### src/rtl/uart_prog_pkg.sv
// Shared types and defaults for the UART program loader (optional even parity: UART_PROG_PARITY_EN).
// No logic here: enums for the receive and loader state machines plus default baud divisor and terminator.
package uart_prog_pkg;

  localparam int          CLKS_PER_BIT_DEF = 434;
  localparam logic [31:0] END_WORD_DEF     = 32'h00000FFF;

`ifdef UART_PROG_PARITY_EN
  typedef enum logic [2:0] {RX_IDLE, RX_START, RX_DATA, RX_PARITY, RX_STOP} rx_state_e;
`else
  typedef enum logic [2:0] {RX_IDLE, RX_START, RX_DATA, RX_STOP} rx_state_e;
`endif

  typedef enum logic [1:0] {LD_IDLE, LD_RECV, LD_DONE} ld_state_e;

endpackage

### src/rtl/uart_rx_core.sv
// UART byte receiver (8-N-1, or 8-E-1 with UART_PROG_PARITY_EN): 2-flop sync, mid-bit sampling, result pulse
// one cycle after the stop-bit sample. No backpressure: bytes are presented once and never held.
module uart_rx_core
  import uart_prog_pkg::*;
#(
  parameter int CLKS_PER_BIT = CLKS_PER_BIT_DEF
) (
  input  logic       clk_i,
  input  logic       rst_ni,
  input  logic       rx_i,
  output logic [7:0] byte_o,
  output logic       byte_valid_o,
  output logic       frame_err_o
`ifdef UART_PROG_PARITY_EN
  ,
  output logic       parity_err_o
`endif
);

  localparam int CNT_W = $clog2(CLKS_PER_BIT);
  localparam logic [CNT_W-1:0] HALF_M1 = CNT_W'(CLKS_PER_BIT / 2 - 1);
  localparam logic [CNT_W-1:0] FULL_M1 = CNT_W'(CLKS_PER_BIT - 1);

  rx_state_e        state_q, state_d;
  logic             rx_meta_q, rx_sync_q, rx_prev_q;
  logic [CNT_W-1:0] cnt_q;
  logic [2:0]       bit_idx_q;
  logic [7:0]       shreg_q;
  logic             half_hit, full_hit;
`ifdef UART_PROG_PARITY_EN
  logic             parity_q, par_bad_q;
`endif

  assign half_hit = (cnt_q == HALF_M1);
  assign full_hit = (cnt_q == FULL_M1);
  assign byte_o   = shreg_q;

  always_ff @(posedge clk_i or negedge rst_ni) begin
    if (!rst_ni) state_q <= RX_IDLE;
    else         state_q <= state_d;
  end

  always_comb begin
    state_d = state_q;
    case (state_q)
      RX_IDLE:  if (rx_prev_q && !rx_sync_q) state_d = RX_START;
      // A start bit that is high again at mid-bit was a glitch.
      RX_START: if (half_hit) state_d = rx_sync_q ? RX_IDLE : RX_DATA;
`ifdef UART_PROG_PARITY_EN
      RX_DATA:   if (full_hit && bit_idx_q == 3'd7) state_d = RX_PARITY;
      RX_PARITY: if (full_hit) state_d = RX_STOP;
`else
      RX_DATA:  if (full_hit && bit_idx_q == 3'd7) state_d = RX_STOP;
`endif
      RX_STOP:  if (full_hit) state_d = RX_IDLE;
      default:  state_d = RX_IDLE;
    endcase
  end

  always_ff @(posedge clk_i or negedge rst_ni) begin
    if (!rst_ni) begin
      rx_meta_q    <= 1'b1;
      rx_sync_q    <= 1'b1;
      rx_prev_q    <= 1'b1;
      cnt_q        <= '0;
      bit_idx_q    <= '0;
      shreg_q      <= '0;
      byte_valid_o <= 1'b0;
      frame_err_o  <= 1'b0;
`ifdef UART_PROG_PARITY_EN
      parity_q     <= 1'b0;
      par_bad_q    <= 1'b0;
      parity_err_o <= 1'b0;
`endif
    end else begin
      rx_meta_q    <= rx_i;
      rx_sync_q    <= rx_meta_q;
      rx_prev_q    <= rx_sync_q;
      byte_valid_o <= 1'b0;
      frame_err_o  <= 1'b0;
`ifdef UART_PROG_PARITY_EN
      parity_err_o <= 1'b0;
`endif
      cnt_q <= (state_q == RX_IDLE || state_d != state_q || full_hit) ? '0 : cnt_q + CNT_W'(1);

      if (state_q == RX_START) begin
        bit_idx_q <= '0;
`ifdef UART_PROG_PARITY_EN
        parity_q  <= 1'b0;
`endif
      end
      if (state_q == RX_DATA && full_hit) begin
        shreg_q   <= {rx_sync_q, shreg_q[7:1]};
        bit_idx_q <= bit_idx_q + 3'd1;
`ifdef UART_PROG_PARITY_EN
        parity_q  <= parity_q ^ rx_sync_q;
`endif
      end
`ifdef UART_PROG_PARITY_EN
      // Even parity: data bits xor parity bit must be zero.
      if (state_q == RX_PARITY && full_hit) par_bad_q <= parity_q ^ rx_sync_q;
`endif
      if (state_q == RX_STOP && full_hit) begin
        if (!rx_sync_q) frame_err_o <= 1'b1;
`ifdef UART_PROG_PARITY_EN
        else if (par_bad_q) parity_err_o <= 1'b1;
`endif
        else byte_valid_o <= 1'b1;
      end
    end
  end

endmodule

### src/rtl/uart_prog_loader.sv
// Serial program loader: little-endian word assembly into sequential memory writes; we_o two cycles after
// the stop-bit sample. No backpressure: memory must take every strobe (optional parity: UART_PROG_PARITY_EN).
module uart_prog_loader
  import uart_prog_pkg::*;
#(
  parameter int          CLKS_PER_BIT = CLKS_PER_BIT_DEF,
  parameter int          WORD_BYTES   = 4,
  parameter int          ADDR_W       = 10,
  parameter logic [31:0] END_WORD     = END_WORD_DEF
) (
  input  logic                  clk_i,
  input  logic                  rst_ni,
  input  logic                  en_i,
  input  logic                  rx_i,
  output logic                  prog_ready_o,
  output logic                  we_o,
  output logic [ADDR_W-1:0]     addr_o,
  output logic [8*WORD_BYTES-1:0] wdata_o,
  output logic                  done_o,
  output logic                  frame_err_o,
  output logic                  overflow_o,
  output logic [ADDR_W:0]       word_cnt_o
`ifdef UART_PROG_PARITY_EN
  ,
  output logic                  parity_err_o
`endif
);

  localparam int DATA_W = 8 * WORD_BYTES;
  localparam int BIDX_W = (WORD_BYTES > 1) ? $clog2(WORD_BYTES) : 1;
  localparam logic [DATA_W-1:0] END_W = DATA_W'(END_WORD);

  ld_state_e          ld_state_q, ld_state_d;
  logic [7:0]         byte_dat;
  logic               byte_vld, frame_err_pls;
  logic               en_q, en_rise, accept, last_byte, is_term, addr_full;
  logic [BIDX_W-1:0]  byte_idx_q;
  logic [DATA_W-1:0]  word_q, word_next;
  logic [ADDR_W-1:0]  addr_q;
`ifdef UART_PROG_PARITY_EN
  logic               parity_err_pls;
`endif

  uart_rx_core #(
    .CLKS_PER_BIT(CLKS_PER_BIT)
  ) u_rx (
    .clk_i       (clk_i),
    .rst_ni      (rst_ni),
    .rx_i        (rx_i),
    .byte_o      (byte_dat),
    .byte_valid_o(byte_vld),
    .frame_err_o (frame_err_pls)
`ifdef UART_PROG_PARITY_EN
    ,
    .parity_err_o(parity_err_pls)
`endif
  );

  assign en_rise      = en_i && !en_q;
  assign accept       = byte_vld && (ld_state_q == LD_RECV) && en_i;
  assign last_byte    = (byte_idx_q == BIDX_W'(WORD_BYTES - 1));
  assign is_term      = accept && last_byte && (word_next == END_W);
  // The word counter's top bit means every address has already been written.
  assign addr_full    = word_cnt_o[ADDR_W];
  assign prog_ready_o = (ld_state_q == LD_RECV);
  assign done_o       = (ld_state_q == LD_DONE);

  always_comb begin
    word_next = word_q;
    word_next[8*byte_idx_q +: 8] = byte_dat;
  end

  always_ff @(posedge clk_i or negedge rst_ni) begin
    if (!rst_ni) ld_state_q <= LD_IDLE;
    else         ld_state_q <= ld_state_d;
  end

  always_comb begin
    ld_state_d = ld_state_q;
    case (ld_state_q)
      LD_IDLE: if (en_i) ld_state_d = LD_RECV;
      LD_RECV: begin
        if (!en_i)        ld_state_d = LD_IDLE;
        else if (is_term) ld_state_d = LD_DONE;
      end
      LD_DONE: if (!en_i) ld_state_d = LD_IDLE;
      default: ld_state_d = LD_IDLE;
    endcase
  end

  always_ff @(posedge clk_i or negedge rst_ni) begin
    if (!rst_ni) begin
      en_q        <= 1'b0;
      we_o        <= 1'b0;
      addr_o      <= '0;
      wdata_o     <= '0;
      byte_idx_q  <= '0;
      word_q      <= '0;
      addr_q      <= '0;
      word_cnt_o  <= '0;
      frame_err_o <= 1'b0;
      overflow_o  <= 1'b0;
`ifdef UART_PROG_PARITY_EN
      parity_err_o <= 1'b0;
`endif
    end else begin
      en_q <= en_i;
      we_o <= 1'b0;

      // Count and sticky flags survive an abort and are cleared only by a fresh enable.
      if (en_rise) begin
        word_cnt_o  <= '0;
        frame_err_o <= 1'b0;
        overflow_o  <= 1'b0;
`ifdef UART_PROG_PARITY_EN
        parity_err_o <= 1'b0;
`endif
      end

      if (ld_state_q != LD_RECV || !en_i) begin
        byte_idx_q <= '0;
        word_q     <= '0;
        addr_q     <= '0;
      end else if (accept) begin
        if (last_byte) begin
          byte_idx_q <= '0;
          word_q     <= '0;
          if (!is_term) begin
            if (addr_full) begin
              overflow_o <= 1'b1;
            end else begin
              we_o       <= 1'b1;
              addr_o     <= addr_q;
              wdata_o    <= word_next;
              addr_q     <= addr_q + ADDR_W'(1);
              word_cnt_o <= word_cnt_o + (ADDR_W+1)'(1);
            end
          end
        end else begin
          byte_idx_q <= byte_idx_q + BIDX_W'(1);
          word_q     <= word_next;
        end
      end

      if (frame_err_pls) frame_err_o <= 1'b1;
`ifdef UART_PROG_PARITY_EN
      if (parity_err_pls) parity_err_o <= 1'b1;
`endif
    end
  end

endmodule

### config.mk
export PLATFORM = sky130hd
export DESIGN_NAME = uart_prog_loader
export DESIGN_NICKNAME = d
export VERILOG_FILES = /design/src/rtl/uart_prog_pkg.sv /design/src/rtl/uart_rx_core.sv /design/src/rtl/uart_prog_loader.sv
export SDC_FILE = /design/constraint.sdc
export NUM_CORES = 1
export LEC_CHECK = 0
export ABC_AREA = 0
export BUFFER_PORTS_ARGS = -buffer_cell sky130_fd_sc_hd__buf_2
export CAP_MARGIN = 20
export CORE_UTILIZATION = 40
export DETAILED_ROUTE_END_ITERATION = 7
export SYNTH_ARGS = -nofsm -noshare
export SYNTH_HDL_FRONTEND = slang
export SYNTH_HIERARCHICAL = 1
export SYNTH_SLANG_ARGS = --single-unit
export TNS_END_PERCENT = 100
### constraint.sdc
create_clock -name clk_i -period 2.55 [get_ports clk_i]
set_input_delay 0.765 -clock clk_i [delete_from_list [all_inputs] [get_ports clk_i]]
set_output_delay 0.765 -clock clk_i [all_outputs]
set_load 0.01 [all_outputs]
==> metrics.cfg, run 1 <==
[route]
drc_errors=0
ant_nets=0
first_iter_violations=296
detailedRoute.firstPassIterationCount=4
via_count=5186
vias_per_cell=5.396
routed_wirelength_um=16220
drt-wirelength-per-cell_um=16.88

[grt]
grt_start_max_net_pins=59
gr-total-overflow=0
grt_use_met3=0.04271
met2_usage=0.3390
top_usage_layer=met2
grt_pass1_wl_um=26190
antenna_found_initial=0
grt_pass1_vias=5112
track_usage=0.2095
grtUsageMet1=0.2745

[clocking]
insertion_delay_ns=0.42
numCtsBuffers=17
root_buffer=clkbuf_16
cts_hold_buf=0
ctsLongestPathBuffers=2
cts_tree=built
htree_levels=4
cts_sinks=131
path_clk_slew_ns=0.06

[floorplan]
rows=45
coreArea_mm2=0.01520
die_area_mm2=0.01613
ios=62
die_h_um=127.0
die_w_um=127.0
initial_core_util=0.4112

[finish]
final_cells=961
fin_nets=777
num_antenna_cells=0
n_fill_cell=1359
drive_above_1_share=0.2872
areaGrowthSynthToFinish_pct=30.72

[worst_setup_path]
rr_endpoint=addr_q[6]
critPathRequiredTime_ns=2.86
endpoint=addr_q[6]
cpPeakStageDelay_ns=0.42
crit_chain=buf_4, ha_1, nor4bb_2, a21oi_1, nor2b_1, nand4_1, o21ai_4, buf_8, buf_4, nor3_1, a21o_1
cp.arrival_ns=3.00
crit_path_start_kind=register
startpoint=byte_idx_q[0]
timing.critical_path.mode_cell=buf_4
crit_buf_inv=3
ff2ff_path_depth=11
cp_max_fo=9
cp-end-kind=register
timing.rr.start=byte_idx_q[0]
rrSetupSlack_ns=-0.14
critPathSlowestCell=dfrtp_2
criticalPathCategory=register to register
crit_cells=11
crit_family=compound AO/OA/AOI/OAI gates

[synth]
synth-seq-cells=131
synth_top_area_frac=0.5124
syn_avg_cell_area_um2=9.829
ys_seq_area_frac=0.5250
synthFlopType=dfrtp_1
syn_inst=636
synth-edff-count=0
synth_area_leader_cell=dfrtp_1
synth-async-reset-ratio=1.000
syn-num-nets=653
synth.distinct_cells=72
synth_area_mm2=0.006251
ys_warn_count=6
netlist_top_cells_area=dfrtp_1, nand2_1, o21ai_0, nor2b_1, a22o_1

[pwr]
p_int_mw=3.784
switching_share=0.2039
p_leak_nw=3.896
peakVddDrop_v=0.0004814
p_clk_frac=0.534
power_mw=4.753
combPwrFrac=0.024
p_seq_frac=0.443
power_density_mw_per_mm2=581.7
switchingPower_uw=969.1

[sta]
fmax_mhz=371.5
finalHoldViolCount=0
period_needed_ns=2.692
worst_slew_pin_slew_ns=0.6944
rsz0062_at_grt=true
finalSetupViolCount=61
setup_ws_ns=-0.1416
timing.slew.headroom=0.5371
finalMaxSlewViolations=0
post-route-period-util=1.056
skew_ns=0.005656
tns_ns=-2.876

[place]
post-place-ws_ns=-0.1250
portBuffers=61
dp.cells=912
hpwl_um=10850
place.gp.congestion=0.8757

[worst_hold_path]
hold_class=input pin to asynchronous set/reset pin

[run]
drv_cap=0

[outcome]
failed_checks=setup timing
outcome=complete, but fails checks

-- per-layer routing --
metal / vias up / wire length (um)
li1: 2504 / -
met1: 2563 / 7570
met2: 104 / 7830
met3: 15 / 586
met4: 0 / 233
met5: - / 0
-- worst min path at each step --
stage	from	depth (start not counted)	endpoint	slack, ns
after floorplan	u_rx/rx_meta_q	0	u_rx/rx_sync_q	0.35
after global placement	u_rx/rx_meta_q	0	u_rx/rx_sync_q	0.35
after detailed placement	u_rx/rx_meta_q	0	u_rx/rx_sync_q	0.35
after CTS	rst_ni	1	word_cnt_o[10]	0.23
after global routing	rst_ni	1	ld_state_q[0]	0.24
final	rst_ni	1	word_cnt_o[3]	0.23
-- cell type report --
type | count | area (um^2) | share of cell area
Inverter | 18 | 70.07 | 0.008574
Clock buffer | 23 | 498.0 | 0.06094
Sequential cell | 131 | 3283 | 0.4018
Timing Repair Buffer | 145 | 1091 | 0.1335
Multi-Input combinational cell | 447 | 2869 | 0.3511
Tap cell | 188 | 235.2 | 0.02879
Clock inverter | 9 | 125.1 | 0.01531
-- flip-flops by register name, indices dropped and copies added, names as in the netlist, 8 cells and up --
| register | flops |
|---|---|
| u_rx/cnt_q | 9 |
| word_cnt_o | 11 |
| addr_o | 10 |
| wdata_o | 32 |
| u_rx/byte_o | 8 |
| addr_q | 10 |
| word_q | 32 |
-- stage by stage --
| stage | util | instance area (um^2) | hold slack [ns] |
|---|---|---|---|
| 6_report | 0.5375 | 8172 | 0.2285 |
| 5_1_grt | 0.5375 | 8172 | 0.2388 |
| 4_1_cts | 0.5267 | 8008 | 0.2276 |
| 3_5_place_dp | 0.4702 | 7148 | 0.3482 |
| 3_3_place_gp | 0.4702 | 7148 | 0.3540 |
| 2_1_floorplan | - | 6270 | 0.3452 |
-- worst register-to-register path: stages (launching register included) --
cell and delay (ns):
dfrtp_2 0.42, buf_4 0.16, ha_1 0.23, nor4bb_2 0.19, a21oi_1 0.32, nor2b_1 0.23, nand4_1 0.20, o21ai_4 0.27
buf_8 0.19, buf_4 0.16, nor3_1 0.06, a21o_1 0.15
-- cell usage after synthesis, drive strengths merged (3+ instances only) --
cell and n:
dfrtp 128, nand2 94, o21ai 64, nor2 38, nor2b 35, a21oi 28, a22o 23, buf 23
nand3 22, inv 18, clkbuf 17, a31oi 13, ha 13, o211ai 10, mux2 8, nor4 8
nor3 6, a211o 5, o31ai 5, or4 5, xnor2 5, and3 4, a21o 3, and3b 3
and4 3, dfstp 3, nand2b 3, nand4 3, o22ai 3, or3 3
-- cell usage in the layout (no fill, tap or decap), types with 4 or more instances in the layout --
cell       netlist  layout
buf_12           0       4
clkinv_2         0       4
a21oi_1         28      28
inv_1           17      15
nor2_1          38      37
nand2_1         94      90
o31ai_1          5       5
dfrtp_1        128     127
mux2_2           6       6
a211o_1          5       5
nand2_2          0       4
or4_1            5       5
a31oi_1         12       9
nor3_1           6       5
o21ai_1          6      21
o211ai_1        10      10
buf_6            2       4
buf_4            2      71
nor2b_1         35      35
o21ai_0         57      39
clkbuf_16        0      20
and3_1           4       4
ha_1            13      10
nand3_1         22      22
nor4_1           5       4
a22o_1          23      23
xnor2_1          5       5
clkbuf_8         0       5
buf_2           18      60
-- logic make-up after synthesis --
family,share of synthesized area
AO/OA/AOI/OAI,0.1753
XOR/XNOR,0.009808
adder cells (fa/ha/maj),0.02602
buffers and inverters,0.04403
flip-flops,0.5250
multiplexers,0.01881
other,0.0005999
AND/OR/NAND/NOR,0.2004
-- repair_timing --
item	in CTS	in global routing
setup buffers	11	3
pin swaps	8	12
resized for setup	28	32
gates cloned	1	3
setup endpoints to repair	63	67
-- power groups by stage --
stage	combinational, mW	sequential (mW)	clock (mW)
after floorplan	0.0412	2.14	0
after CTS	0.117	2.10	2.58
after detailed placement	0.116	2.14	0
final	0.113	2.10	2.54
after global routing	0.129	2.10	2.67
after global placement	0.112	2.14	0
Power figures use the tool's default switching activity.
==> inputs of run 2 (changes only) <==
--- a/config.mk
+++ b/config.mk
@@ -10,6 +10,7 @@
 export CAP_MARGIN = 20
 export CORE_UTILIZATION = 40
 export DETAILED_ROUTE_END_ITERATION = 7
+export PLACE_DENSITY_LB_ADDON = 0.05
 export SYNTH_ARGS = -nofsm -noshare
 export SYNTH_HDL_FRONTEND = slang
 export SYNTH_HIERARCHICAL = 1
==> run 2 against run 1 <==
  * The run still ends with setup timing left
  * Critical path depth fell by 1
  * Fmax grew 2.5%
  * Utilization shrank 1.3 points
  * Flip-flop and latch count unchanged
  * Global-route usage hardly changed
  * Worst hold slack better by 0.13 ns
  * Register-to-register slack improved by 0.07 ns
  * Critical path type unchanged
  * Critical endpoint is now word_cnt_o[10]
  * Largest power group unchanged
  * Highest routed layer unchanged
==> metrics.cfg, run 2 (same netlist as run 1, synthesis figures left out) <==
[place]
post-place-ws_ns=-0.1128  ; +0.01222 ns
portBuffers=61  ; unchanged
placed_area_mm2=0.007213  ; +0.91%
place.gp.congestion=0.9160  ; +4.6%
hpwl_um=11050  ; +1.8%
dp.cells=919  ; +0.77%

[pwr]
p_seq_frac=0.424  ; -0.019
combPwrFrac=0.023  ; about the same
switching_share=0.2015  ; -0.002410
switchingPower_uw=999.5  ; +3.1%
p_int_mw=3.961  ; +4.7%
power_mw=4.961  ; +4.4%
p_leak_nw=3.834  ; -1.6%
peakVddDrop_v=0.0004654  ; -3.3%
p_clk_frac=0.553  ; +0.019
power_density_mw_per_mm2=622.3  ; +7.0%

[finish]
final_cells=956  ; -0.52%
drive_above_1_share=0.2630  ; -0.02417
final_common_cell=dfrtp_1
finish.instance_area_mm2=0.007971  ; -2.4%
fin_nets=772  ; -0.64%
num_antenna_cells=0  ; unchanged
mostFrequentLayoutCells=dfrtp_1, nand2_1, buf_4
areaGrowthSynthToFinish_pct=27.52
top_regs=wdata_o x32, word_q x32, word_cnt_o x11

[clocking]
cts_sinks=131  ; unchanged
numCtsBuffers=17  ; unchanged
insertion_delay_ns=0.41  ; about the same
root_buffer=clkbuf_16
htree_levels=4  ; unchanged
cts_hold_buf=0  ; unchanged
path_clk_slew_ns=0.06  ; about the same
cts_tree=built
ctsLongestPathBuffers=2  ; unchanged

[floorplan]
initial_core_util=0.4112  ; unchanged
rows=45  ; unchanged
die_h_um=127.0  ; unchanged
coreArea_mm2=0.01520  ; unchanged
die_w_um=127.0  ; unchanged
die_area_mm2=0.01613  ; unchanged
ios=62  ; unchanged

[worst_setup_path]
rrSetupSlack_ns=-0.08  ; +0.07 ns
timing.rr.start=byte_idx_q[0]
cp_max_fo=12  ; +3
criticalPathCategory=register to register
ff2ff_path_depth=10  ; -1
cp.arrival_ns=2.93  ; -0.07 ns
rr_endpoint=word_cnt_o[10]
crit_path_start_kind=register
cp-end-kind=register
critPathRequiredTime_ns=2.85  ; about the same

[grt]
grt_pass1_wl_um=26080  ; -0.42%
antenna_found_initial=0  ; unchanged
grt_start_max_net_pins=75  ; +27%
gr-total-overflow=0  ; unchanged
track_usage=0.2094  ; about the same
grt_pass1_vias=4956  ; -3.1%

[route]
drc_errors=0  ; unchanged
detailedRoute.firstPassIterationCount=4  ; unchanged
routed_wirelength_um=15740  ; -2.9%
vias_per_cell=5.327  ; -1.3%
ant_nets=0  ; unchanged
drt-wirelength-per-cell_um=16.47  ; -2.4%
first_iter_violations=301  ; +1.7%
via_count=5093  ; -1.8%

[sta]
whs_ns=0.3535  ; +0.1251 ns
timing.slew.headroom=0.5607  ; +0.02358
worst_slew_pin_slew_ns=0.6590  ; -0.03537 ns
post-route-period-util=1.030  ; -0.02572
setup_ws_ns=-0.07606  ; +0.06558 ns
finalMaxSlewViolations=0  ; unchanged
finalHoldViolCount=0  ; unchanged
finalSetupViolCount=15  ; -75%
rsz0062_at_grt=true
period_needed_ns=2.626  ; -0.06558 ns
skew_ns=0.006497  ; +0.0008409 ns
fmax_mhz=380.8  ; +2.5%

[run]
drv_cap=0  ; unchanged

[worst_hold_path]
hold_class=input pin to asynchronous set/reset pin

[outcome]
outcome=complete, but fails checks
failed_checks=setup timing

-- run 2: cell types whose count changed in the layout (fill, tap and decap cells not counted), sizes merged --
cell	before	now
buf	142	140
bufinv	3	6
clkinvlp	2	1
clkbuf	26	19
clkinv	4	6
-- run 2: layer usage --
layer  wire, um  part of all wire  vias to the layer above  global-route usage
li1           -                 -                     2489                   -
met1       7673              0.49                     2501              0.2851
met2       7398              0.47                       87              0.3297
met3        424             0.027                       16             0.04020
met4        245             0.016                        0             0.08473
met5          0                 0                        -                   0
-- run 2: power by group through the flow --
stage | sequential, mW | clock (mW) | combinational [mW]
6_report | 2.10 | 2.74 | 0.115
5_1_grt | 2.10 | 2.90 | 0.132
4_1_cts | 2.10 | 2.81 | 0.119
3_5_place_dp | 2.14 | 0 | 0.118
3_3_place_gp | 2.14 | 0 | 0.116
2_1_floorplan | 2.14 | 0 | 0.0412
-- run 2: worst max path at each step --
stage                        startpoint  cells after the start             end
final                     byte_idx_q[0]                     10  word_cnt_o[10]
after floorplan           byte_idx_q[0]                     12       addr_q[5]
after global placement             en_i                      9       addr_q[6]
after global routing      byte_idx_q[1]                     12   word_cnt_o[5]
after detailed placement  byte_idx_q[0]                     11     wdata_o[20]
after CTS                 byte_idx_q[1]                     11       addr_q[6]
-- run 2: repair_timing --
item | 4_1_cts | 5_1_grt
pin swaps | 2 | 3
hold endpoints to repair | 0 | 0
setup buffers | 4 | 1
setup endpoints to repair | 50 | 66
resized for setup | 3 | 10
gates cloned | 1 | 0
-- run 2: metrics by stage --
stage                     utilization  TNS [ns]
after global routing           0.5244    -7.919
after detailed placement       0.4745    -2.317
after floorplan                     -         0
after global placement         0.4745    -1.693
final                          0.5244   -0.4266
after CTS                      0.5223   -0.5016
-- run 2: final cells by class --
type	count	area, um^2
multi-input combinational	447	2743
inverter	18	70.07
timing repair buffer	140	974.7
clock buffer	19	432.9
clock inverter	13	232.7
fill	1436	7231
sequential	131	3283
tap	188	235.2
-- run 2: critical path, cell delays in order, from the launching register on --
cell	delay (ns)
dfrtp_2	0.42
buf_4	0.17
ha_1	0.22
buf_4	0.15
a41oi_1	0.35
nor4b_1	0.28
nand3_1	0.12
nor4_2	0.23
buf_4	0.23
nor3_1	0.08
a32o_1	0.26
==> inputs of run 3 (changes only) <==
==> constraint.sdc (replaced) <==
create_clock -name clk_i -period 3.15 [get_ports clk_i]
set_input_delay 0.945 -clock clk_i [delete_from_list [all_inputs] [get_ports clk_i]]
set_output_delay 0.945 -clock clk_i [all_outputs]
set_load 0.01 [all_outputs]
==> run 3 against run 2 <==
  * The run now ends clean
  * Final cell count down 4.6%
  * Non-clock buffer count down 44
  * Total power down 28%
  * Cell area down 6.6%
  * Count of clock-buffer cells in the layout unchanged
  * Global-route usage down 0.72 points
  * Highest routed layer unchanged
==> metrics.cfg, run 3 (same netlist as run 1, synthesis figures left out) <==
[outcome]
outcome=finished, final reports clean

[worst_setup_path]
cp.arrival_ns=3.24  ; +0.31 ns
crit_buf_inv=4  ; +1
cp-end-kind=register
timing.critical_path.mode_cell=buf_4
crit_family=simple AND/OR/NAND/NOR gates
cpPeakStageDelay_ns=0.43  ; about the same
crit_path_start_kind=register
ff2ff_path_depth=12  ; +2
rrSetupSlack_ns=0.21  ; +0.28 ns
crit_chain=inv_1, ha_2, nor3b_2, buf_4, buf_4, a22oi_1, nor4b_1, nand3_1, nor4_2, buf_4, nor3_1, a32o_1
rr_endpoint=word_cnt_o[10]
criticalPathCategory=register to register
critPathRequiredTime_ns=3.45  ; +0.60 ns
timing.rr.start=byte_idx_q[1]
cp_max_fo=16  ; +4
critPathSlowestCell=dfrtp_1

[clocking]
numCtsBuffers=17  ; unchanged
root_buffer=clkbuf_16
htree_levels=4  ; unchanged
ctsLongestPathBuffers=2  ; unchanged
cts_tree=built
insertion_delay_ns=0.41  ; about the same
path_clk_slew_ns=0.06  ; about the same
cts_sinks=131  ; unchanged

[route]
via_count=4931  ; -3.2%
ant_nets=0  ; unchanged
drc_errors=0  ; unchanged
routed_wirelength_um=15300  ; -2.8%
first_iter_violations=314  ; +4.3%
detailedRoute.firstPassIterationCount=5  ; +1
drt-wirelength-per-cell_um=16.77  ; +1.9%
vias_per_cell=5.407  ; +1.5%

[place]
hpwl_um=10870  ; -1.6%
portBuffers=61  ; unchanged
placed_area_mm2=0.006887  ; -4.5%
place.gp.congestion=0.8621  ; -5.9%

[sta]
finalHoldViolCount=0  ; unchanged
timing.slew.headroom=0.5650  ; +0.004308
worst_slew_pin_slew_ns=0.6526  ; -0.006462 ns
finalMaxSlewViolations=0  ; unchanged
period_needed_ns=2.942  ; +0.3159 ns
fmax_mhz=339.9  ; -11%
rsz0062_at_grt=false
tns_ns=0  ; +0.4266 ns
skew_ns=0.008392  ; +0.001895 ns
finalSetupViolCount=0  ; -15
post-route-period-util=0.9340  ; -0.09587

[finish]
drive_above_1_share=0.2127  ; -0.05031
n_fill_cell=1444  ; +0.56%
finish.instance_area_mm2=0.007447  ; -6.6%
top_regs=wdata_o x32, word_q x32, word_cnt_o x11
multi_input_area_mm2=0.002713  ; -1.1%
fin_util=0.4899  ; -0.03448
seq_area_mm2=0.003282  ; about the same
fin_nets=728  ; -5.7%
areaGrowthSynthToFinish_pct=19.14
num_antenna_cells=0  ; unchanged
final_common_cell=dfrtp_1
mostFrequentLayoutCells=dfrtp_1, nand2_1, buf_2

[run]
drv_cap=0  ; unchanged

[floorplan]
ios=62  ; unchanged
die_h_um=127.0  ; unchanged
die_w_um=127.0  ; unchanged
initial_core_util=0.4112  ; unchanged
rows=45  ; unchanged
die_area_mm2=0.01613  ; unchanged
coreArea_mm2=0.01520  ; unchanged

[grt]
grt_pass1_wl_um=25360  ; -2.8%
grt_start_max_net_pins=51  ; -32%
grt_pass1_vias=4844  ; -2.3%
track_usage=0.2021  ; -0.007247
antenna_found_initial=0  ; unchanged
gr-total-overflow=0  ; unchanged

[pwr]
power_density_mw_per_mm2=478.0  ; -23%
peakVddDrop_v=0.0003278  ; -30%
p_leak_nw=3.540  ; -7.7%

[worst_hold_path]
min_to=u_rx/rx_sync_q
hold_start=u_rx/rx_meta_q
hold_path_depth=0
hold_class=register to register

-- run 3: cell types whose count changed in the layout (fill, tap and decap cells not counted), moves of 4 or more --
| cell | delta |
|---|---|
| o21ai_0 | +4 |
| clkinvlp_4 | +4 |
| o21ai_1 | -4 |
| buf_4 | -42 |
| bufinv_16 | -6 |
| clkinv_2 | +4 |
| clkinv_4 | -4 |
-- run 3: worst max-delay path by stage --
stage	start	to	slack, ns	cells past startpoint
2_1_floorplan	byte_idx_q[0]	word_cnt_o[10]	0.38	11
3_3_place_gp	byte_idx_q[0]	word_cnt_o[7]	0.11	10
3_5_place_dp	byte_idx_q[1]	word_cnt_o[7]	0.06	10
4_1_cts	byte_idx_q[1]	word_cnt_o[7]	0.04	10
5_1_grt	byte_idx_q[1]	word_cnt_o[10]	0.03	12
6_report	byte_idx_q[1]	word_cnt_o[10]	0.21	12
-- run 3: cell type report --
cell class              count  area share
clock buffers              19     0.06082
repair buffers             96     0.08216
clock inverters            13     0.01142
well taps                 188     0.03159
flip-flops and latches    131      0.4407
multi-input cells         447      0.3642
inverters                  18    0.009073
-- run 3: layer usage --
layer | up-vias | GRT usage | routed length (um)
met5 | - | 0 | 0
met4 | 0 | 0.06443 | 87
met3 | 6 | 0.04355 | 429
met2 | 79 | 0.3074 | 7098
met1 | 2444 | 0.2886 | 7680
li1 | 2402 | - | -
-- run 3: what timing repair did --
action | 4_1_cts | 5_1_grt
resized for setup | 0 | 4
hold buffers | 0 | 0
buffers inserted | 0 | 1
endpoints found under the setup margin | 0 | 52
-- run 3: report_power, final --
group          switching, mW  internal (mW)
logic                 0.0647         0.0252
registers            0.00802           1.69
clock network          0.728           1.04
-- run 3: through the flow --
stage	setup WS, ns	hold WS [ns]	cells	power [mW]
after detailed placement	0.05624	0.3498	879	1.825
after global placement	0.1094	0.3475	879	1.822
final	0.2080	0.3560	912	3.560
after floorplan	0.3768	0.3452	636	1.764
after CTS	0.03631	0.3582	911	3.611
after global routing	0.02839	0.3589	912	3.702
